<file path="src/rtl/pipe_scheduler.sv">
// pipe_scheduler
//   Sequencer for the scrolling pipe/coin datapath. It runs the game state
//   machine (initial/count/stop) and advances the horizontal scroll offset
//   once per frame. When a pipe leaves the screen, it rotates the pipe and
//   coin slot indices and draws a fresh coin height from a free-running LFSR.
//
//   Optional feature: define PIPE_SPEEDUP_EN to raise the scroll step by one
//   pixel after every 8th rotation. The step is capped at 2*SCROLL_STEP.
//
// Ports
//   clk        : system clock
//   reset      : asynchronous, active-high reset
//   Start      : begin a game / acknowledge game-over (level)
//   Collide    : bird hit a pipe or the ground (level)
//   FrameTick  : one-cycle pulse per video frame
//   Q_Initial, Q_Count, Q_Stop : one-hot state flags
//   I, IC      : pipe / coin rotation index, 0..SLOTS-1
//   XOffset    : scroll offset within the current pipe spacing
//   Advance    : one-cycle pulse when I/IC rotate
//   CoinY      : coin height for the slot just rotated in
//   Score      : pipes passed, saturating at 999
module pipe_scheduler #(
    parameter int          SLOTS        = 5,
    parameter int          PIPE_SPACING = 128,
    parameter int          SCROLL_STEP  = 2,
    parameter int          COIN_BASE    = 60,
    parameter logic [15:0] LFSR_SEED    = 16'hACE1
) (
    input  logic       clk,
    input  logic       reset,
    input  logic       Start,
    input  logic       Collide,
    input  logic       FrameTick,
    output logic       Q_Initial,
    output logic       Q_Count,
    output logic       Q_Stop,
    output logic [2:0] I,
    output logic [2:0] IC,
    output logic [9:0] XOffset,
    output logic       Advance,
    output logic [9:0] CoinY,
    output logic [9:0] Score
);

    // One-hot encoding: each state flag is a state register bit.
    typedef enum logic [2:0] {
        ST_INITIAL = 3'b001,
        ST_COUNT   = 3'b010,
        ST_STOP    = 3'b100
    } state_t;

    state_t state, state_next;

    logic [15:0] lfsr;
    logic [10:0] step;
    logic [10:0] sum;
    logic        wrap;
    logic        tick_en;
    logic        enter_init;

    // ---------------- state machine ----------------
    always_ff @(posedge clk or posedge reset) begin
        if (reset) state <= ST_INITIAL;
        else       state <= state_next;
    end

    always_comb begin
        state_next = state;
        unique case (state)
            ST_INITIAL: if (Start)   state_next = ST_COUNT;
            ST_COUNT:   if (Collide) state_next = ST_STOP;
            ST_STOP:    if (Start)   state_next = ST_INITIAL;
            default:                 state_next = ST_INITIAL;
        endcase
    end

    assign Q_Initial = (state == ST_INITIAL);
    assign Q_Count   = (state == ST_COUNT);
    assign Q_Stop    = (state == ST_STOP);

    // A collision in the same cycle as a frame tick wins. The tick is dropped.
    assign tick_en    = (state == ST_COUNT) && FrameTick && !Collide;
    assign enter_init = (state == ST_STOP) && Start;

    assign sum  = {1'b0, XOffset} + step;
    assign wrap = (sum >= 11'(PIPE_SPACING));

    // ---------------- LFSR (taps 16,14,13,11), runs every clock ----------------
    always_ff @(posedge clk or posedge reset) begin
        if (reset) lfsr <= LFSR_SEED;
        else       lfsr <= {lfsr[14:0], lfsr[15] ^ lfsr[13] ^ lfsr[12] ^ lfsr[10]};
    end

    // ---------------- scroll step ----------------
`ifdef PIPE_SPEEDUP_EN
    logic [2:0] adv_cnt;

    always_ff @(posedge clk or posedge reset) begin
        if (reset) begin
            step    <= 11'(SCROLL_STEP);
            adv_cnt <= '0;
        end else if (enter_init) begin
            step    <= 11'(SCROLL_STEP);
            adv_cnt <= '0;
        end else if (tick_en && wrap) begin
            adv_cnt <= adv_cnt + 3'd1;
            // This rotation is the 8th since the last step change.
            if (adv_cnt == 3'd7 && step < 11'(2 * SCROLL_STEP))
                step <= step + 11'd1;
        end
    end
`else
    assign step = 11'(SCROLL_STEP);
`endif

    // ---------------- scroll / rotation datapath ----------------
    always_ff @(posedge clk or posedge reset) begin
        if (reset) begin
            I       <= '0;
            IC      <= '0;
            XOffset <= '0;
            Advance <= 1'b0;
            CoinY   <= '0;
            Score   <= '0;
        end else begin
            Advance <= 1'b0;
            if (enter_init) begin
                I       <= '0;
                IC      <= '0;
                XOffset <= '0;
                CoinY   <= '0;
                Score   <= '0;
            end else if (tick_en) begin
                if (wrap) begin
                    XOffset <= 10'(sum - 11'(PIPE_SPACING));
                    I       <= (I  == 3'(SLOTS - 1)) ? '0 : I  + 3'd1;
                    IC      <= (IC == 3'(SLOTS - 1)) ? '0 : IC + 3'd1;
                    Advance <= 1'b1;
                    CoinY   <= 10'(COIN_BASE) + {3'b000, lfsr[6:0]};
                    if (Score != 10'd999)
                        Score <= Score + 10'd1;
                end else begin
                    XOffset <= sum[9:0];
                end
            end
        end
    end

endmodule

</file>
<file path="config.mk">
export PLATFORM = sky130hd
export DESIGN_NAME = pipe_scheduler
export DESIGN_NICKNAME = d
export VERILOG_FILES = /design/src/rtl/pipe_scheduler.sv
export SDC_FILE = /design/constraint.sdc
export NUM_CORES = 1
export LEC_CHECK = 0
export BUFFER_PORTS_ARGS = -buffer_cell sky130_fd_sc_hd__clkbuf_2
export CAP_MARGIN = 20
export CORE_UTILIZATION = 55
export CTS_CLUSTER_SIZE = 12
export DETAILED_ROUTE_END_ITERATION = 7
export PLACE_DENSITY = 0.76
export SLEW_MARGIN = 25
export SYNTH_ARGS = -nofsm -noshare
export SYNTH_HDL_FRONTEND = slang
export SYNTH_SLANG_ARGS = --single-unit
</file>
<file path="constraint.sdc">
create_clock -name clk -period 7.12 [get_ports clk]
set_input_delay 1.424 -clock clk [delete_from_list [all_inputs] [get_ports clk]]
set_output_delay 1.424 -clock clk [all_outputs]
set_load 0.05 [all_outputs]
</file>
==> results of run 1 <==
-- layout make-up --
| type | count | area [µm²] |
|---|---|---|
| clock buffers | 6 | 82.6 |
| repair buffers | 43 | 220 |
| clock inverters | 2 | 17.5 |
| well taps | 52 | 65.1 |
| multi-input cells | 175 | 1180 |
| fillers | 370 | 1510 |
| inverters | 14 | 55.1 |
| flip-flops and latches | 53 | 1340 |
-- placed cells by master, fill, tap and decap left out, drive strengths merged, types with 3 or more instances in the layout --
cell    netlist  layout
clkbuf        5      47
dfrtp        44      44
o21ai        22      22
nand2        22      22
nand3        18      18
inv          14      15
a21oi         9       9
dfstp         9       9
nor2          9       9
ha            8       8
nor3b         7       7
nor3          6       6
xnor2         5       5
nand4         5       5
xor2          4       4
mux2i         4       4
and3          4       4
o21a          3       3
a221o         3       3
a211o         3       3
o31ai         3       3
conb          1       3
-- critical path: cells and delay by family --
family / cells / cell delay (ns)
AOI/OAI and AO/OA: 2 / 0.90
and+or+nand+nor: 3 / 1.25
buffers and inverters: 1 / 0.10
-- flip-flops by register name, summed over array words and instances (netlist names) --
| register | cells |
|---|---|
| lfsr | 16 |
| I | 3 |
| IC | 3 |
| XOffset | 9 |
| state | 3 |
| Score | 10 |
| CoinY | 8 |
| Advance | 1 |
-- power by group --
group	internal, mW	switching [mW]
Clock	0.0808	0.0994
Combinational	0.0297	0.0816
Sequential	0.315	0.0228
Total	0.425	0.204
-- layer usage --
| metal | part of all wire [%] | wire length [µm] |
|---|---|---|
| met4 | 1.7 | 87 |
| met5 | 0 | 0 |
| met1 | 47 | 2340 |
| met3 | 5.2 | 261 |
| met2 | 46 | 2290 |
-- cell families after synthesis --
logic type,after synthesis
buffers and inverters,26
AO/OA/AOI/OAI,56
multiplexers,6
AND/OR/NAND/NOR,93
other,1
XOR/XNOR,9
adder cells (fa/ha/maj),8
flip-flops,53
-- stage by stage --
step           area (µm²)  utilization, %  cells  setup WS, ns  power (mW)
2_1_floorplan        2640               -    254          3.85       0.431
3_3_place_gp         2860            63.9    337          3.37       0.452
3_5_place_dp         2860            63.9    337          3.34       0.455
4_1_cts              2960            66.2    345          3.67       0.638
5_1_grt              2960            66.2    345          3.51       0.661
6_report             2960            66.2    345          3.65       0.629
-- path summary, 6_finish.rpt --
path / startpoint / end / slack [ns] / depth (start not counted)
max reg2reg: XOffset[2] / Score[6] / 3.80 / 11
min reg2reg: lfsr[9] / lfsr[10] / 0.36 / 0
max in group asynchronous: reset / IC[2] / 5.52 / 2
min in group asynchronous: reset / CoinY[1] / 1.18 / 2
max: Collide / Score[6] / 3.65 / 6
min: lfsr[9] / lfsr[10] / 0.36 / 0
==> reports/metrics.yaml, run 1 <==
critical_path:
  cp-start-kind: "input pin"
  path_cells: "clkbuf_2 > nand3b_1 > or2_2 > a211oi_4 > nor2_2 > a221o_1"
  cp_data_arrival_time_ns: 3.68
  cp_slowest_stage_delay_ns: 0.58
  cpMaxStageDelayCell: "nand3b_1"
  cp_max_fo: 20
  endpoint_kind: "flip-flop"
  cp_data_required_time_ns: 7.32
  critical_path_class: "input pin to flip-flop"
floorplanning:
  die_area_um2: 5070
  die_w_um: 71.2
  die_height_um: 71.2
  start_util_pct: 58.8
  core_um2: 4470
  rows: 24
  ios: 45
clock_network:
  cts_buffer_depth: 2
  numCtsBuffers: 5
  htreeDepth: 2
  post_cts_buffers: 0
  cts_root_buf: "clkbuf_8"
  cts_hold_buf: 0
  cts_tree: "done"
  cts.reportedPaths.clkPinSlew_ns: 0.10
  clock_latency_ns: 0.31
  post_cts_resized: 0
  cts_num_sinks: 53
timing:
  maxSlewHeadroom_pct: 51.3
  finalClockSkew_ns: 0.00500
  tns_ns: 0
  max_freq_ghz: 0.288
  whs_ns: 0.363
  post-route-min-period_ns: 3.47
  fin_crit_sh_pct: 48.8
  hold_viol: 0
  worst_pin_slew_ns: 0.728
  final-setup-viol-count: 0
  drv_slew: 0
  rsz0062_at_grt: "no"
finish:
  area_growth_pct: 12.5
  drive_above_1_share_pct: 27.3
  n_antenna_cell: 0
  nets: 305
status:
  status: "finished, violations left"
  violations: "DRC"
global_route:
  grt_pass1_vias: 1898
  grt.busiest_layer: "met2"
  met3_usage_pct: 4.56
  met2_usage_pct: 36.8
  grt_usage_pct: 22.1
  grt_max_degree: 54
  grt_pass1_wl_um: 8690
  overflow: 0
  use_met1_pct: 28.7
  antenna_found_initial: 0
placed_design:
  place_congestion: 0.843
  io_buffers: 41
  dp_hpwl_um: 3380
synthesis:
  synth_adder_area_share_pct: 3.80
  synth_top_family_by_area: "simple AND/OR/NAND/NOR gates"
  avgSynthCellArea_um2: 10.4
  synth-simple-area-share_pct: 20.7
  muxShareOfSynthArea_pct: 2.38
  synth_largest_area_cell: "dfrtp_1"
  synth-seq-cells: 53
  synth_xor_area_share_pct: 2.99
  synthCells: 252
  synth_top_cell_area_share_pct: 41.8
  synth_compound_area_share_pct: 14.6
  synth_commonest_cells: "dfrtp_1, o21ai_0, nand2_1, nand3_1, inv_1"
  synthesis.area_um2: 2630
  yosysSeqAreaShare_pct: 50.8
  ys.flop_type: "dfrtp_1"
  yosys.cell_types.count: 56
  yosys-top-cells-area: "dfrtp_1, dfstp_2, o21ai_0"
  postSynth.asyncResetShare_pct: 100
  synth_edf_count: 0
  yosysMostFrequentCell: "dfrtp_1"
  yosys_warnings: 0
pwr:
  powerDensity_nw_per_um2: 213
  ir_drop_mv: 0.167
  p_leak_nw: 1.40
drt:
  drc_errors: 4
  vias: 1995
  wirelength_um: 4980
  drt_iter0_markers: 108
  vias_per_cell: 5.78
  wl_per_cell_um: 14.4
  antenna_left: 0
  drt_pass1_iterations: 6
flow_run:
  max-cap-violations: 0
hold_path:
  min_path_type: "flip-flop to flip-flop"
(Power assumes the default switching activity.)
==> run 2: changes to the inputs <==
==> constraint.sdc (replaced) <==
create_clock -name clk -period 3.26 [get_ports clk]
set_input_delay 0.652 -clock clk [delete_from_list [all_inputs] [get_ports clk]]
set_output_delay 0.652 -clock clk [all_outputs]
set_load 0.05 [all_outputs]
==> run 2 against run 1 <==
The flow still finishes with violations (DRC). Die area is the same. Count of clock-buffer cells in the layout is the same. Routed wire length grew 2.2%. Clock power grew 100%. Final area grew 1.8%. Worst hold slack gained 0.00055 ns. Critical path depth grew 6. Global-route usage grew 0.15 points.
==> reports/metrics.yaml, run 2 (same netlist as run 1, synthesis figures left out) <==
drt:
  wl_per_cell_um: 14.5  # +0.22%
  drc_errors: 4  # unchanged
  wirelength_um: 5090  # +2.2%
  vias_per_cell: 5.78  # about the same
  vias: 2035  # +2.0%
  antenna_left: 0  # unchanged
  drt_pass1_iterations: 6  # unchanged
  drt_iter0_markers: 92  # -15%
timing:
  fin_crit_sh_pct: 94.1
  final-setup-viol-count: 0  # unchanged
  finalClockSkew_ns: 0.0122  # +0.00718 ns
  max_freq_ghz: 0.326
  worst_pin_slew_ns: 0.661  # -0.0661 ns
  whs_ns: 0.364  # +0.000549 ns
  maxSlewHeadroom_pct: 55.8  # +4.5 points
  post-route-min-period_ns: 3.07
  rsz0062_at_grt: "no"
  drv_slew: 0  # unchanged
  tns_ns: 0  # unchanged
  hold_viol: 0  # unchanged
finish:
  drive_above_1_share_pct: 29.0  # +1.7 points
  area_growth_pct: 14.4
  mostFrequentLayoutCell: "dfrtp_1"
  final_cell_mix: "dfrtp_1, clkbuf_2, o21ai_0"
  largest_reg_flops: 16  # unchanged
  top_register: "lfsr"
  reg.largest.list: "lfsr: 16 flops, Score: 10 flops, XOffset: 9 flops"
  nets: 312  # +2.3%
  n_antenna_cell: 0  # unchanged
placed_design:
  dp_hpwl_um: 3610  # +6.9%
  place_congestion: 0.850  # +0.81%
  io_buffers: 41  # unchanged
critical_path:
  rrSetupSlack_ns: 0.19  # -3.61 ns
  cp-startpoint: "XOffset[1]"
  cp_data_arrival_time_ns: 3.28  # -0.40 ns
  cp-start-kind: "flip-flop"
  r2r-start: "XOffset[1]"
  cp_max_fo: 7  # -65%
  cp_data_required_time_ns: 3.47  # -3.85 ns
  critical_path_class: "flip-flop to flip-flop"
  r2r-end: "Score[8]"
  rr_worst_depth: 12  # +1
  endpoint_kind: "flip-flop"
hold_path:
  hp-start: "lfsr[1]"
  worstHoldPathCells: 0  # unchanged
  min_path_type: "flip-flop to flip-flop"
  holdPathEnd: "lfsr[2]"
global_route:
  overflow: 0  # unchanged
  grt_pass1_wl_um: 8750  # +0.63%
  antenna_found_initial: 0  # unchanged
  grt_max_degree: 33  # -39%
  grt_usage_pct: 22.3  # +0.15 points
  grt_pass1_vias: 1890  # -0.42%
flow_run:
  max-cap-violations: 0  # unchanged
pwr:
  p_leak_nw: 1.43  # +1.9%
  fin_total_pwr_mw: 1.36  # +120%
  powerDensity_nw_per_um2: 453  # +110%
  ir_drop_mv: 0.374  # +120%
clock_network:
  cts_hold_buf: 0  # unchanged
  cts.reportedPaths.clkPinSlew_ns: 0.10  # about the same
  cts_buffer_depth: 2  # unchanged
  clock_latency_ns: 0.31  # about the same
  htreeDepth: 2  # unchanged
  numCtsBuffers: 5  # unchanged
  cts_tree: "done"
  cts_root_buf: "clkbuf_8"
  cts_num_sinks: 53  # unchanged
floorplanning:
  start_util_pct: 58.8  # unchanged
  die_height_um: 71.2  # unchanged
  core_um2: 4470  # unchanged
  die_area_um2: 5070  # unchanged
  ios: 45  # unchanged
  die_w_um: 71.2  # unchanged
  rows: 24  # unchanged
status:
  status: "finished, violations left"
  violations: "DRC"
run 2: what timing repair did:
item / 4_1_cts / 5_1_grt
hold endpoints to repair: 0 / 0
setup buffers: 0 / 0
endpoints found under the setup margin: 0 / 10
gates resized for setup: 0 / 2
run 2: how the worst max path moves through the flow:
stage | cells after the start | endpoint | slack [ns]
after floorplan | 12 | Score[3] | 0.06
after global placement | 12 | Score[8] | 0.33
after detailed placement | 12 | IC[2] | 0.22
after CTS | 12 | IC[2] | 0.15
after global routing | 12 | Score[8] | 0.003
final | 12 | Score[8] | 0.19
run 2: area by class of cell:
class | count | area [µm²]
tap | 52 | 65.1
clock buffer | 6 | 72.6
fill | 361 | 1460
sequential | 53 | 1340
inverter | 14 | 52.6
clock inverter | 2 | 16.3
timing repair buffer | 50 | 273
multi-input combinational | 175 | 1200
run 2: worst max-delay path, stage by stage, from the launching register on:
cell and delay, ns:
dfrtp_1 0.46, ha_2 0.28, and4_4 0.28, nand2_1 0.08, xor2_1 0.19, ha_1 0.24
nand2_1 0.07, and4bb_2 0.25, or2_4 0.29, a211oi_4 0.34, buf_4 0.22, a21oi_1 0.07
a31o_2 0.21
run 2: routing by layer:
metal / part of all wire [%] / up-vias / global-route usage, %
li1: - / 987 / -
met1: 48 / 978 / 30.8
met2: 46 / 61 / 33.7
met3: 5.4 / 9 / 5.56
met4: 1.3 / 0 / 9.11
met5: 0 / - / 0
run 2: metrics by stage:
step                      setup slack [ns]  cell area (µm²)  instances  utilization [%]
after CTS                            0.154             3000        352             67.0
final                                0.193             3010        352             67.3
after global routing               0.00271             3010        352             67.3
after detailed placement             0.215             2910        344             65.0
after floorplan                     0.0636             2640        254                -
after global placement               0.326             2910        344             65.0
run 2: where the power goes:
| part | switching [mW] | internal (mW) | total, mW |
|---|---|---|---|
| Sequential | 0.0436 | 0.688 | 0.731 |
| Clock | 0.212 | 0.153 | 0.365 |
| Combinational | 0.191 | 0.0771 | 0.268 |
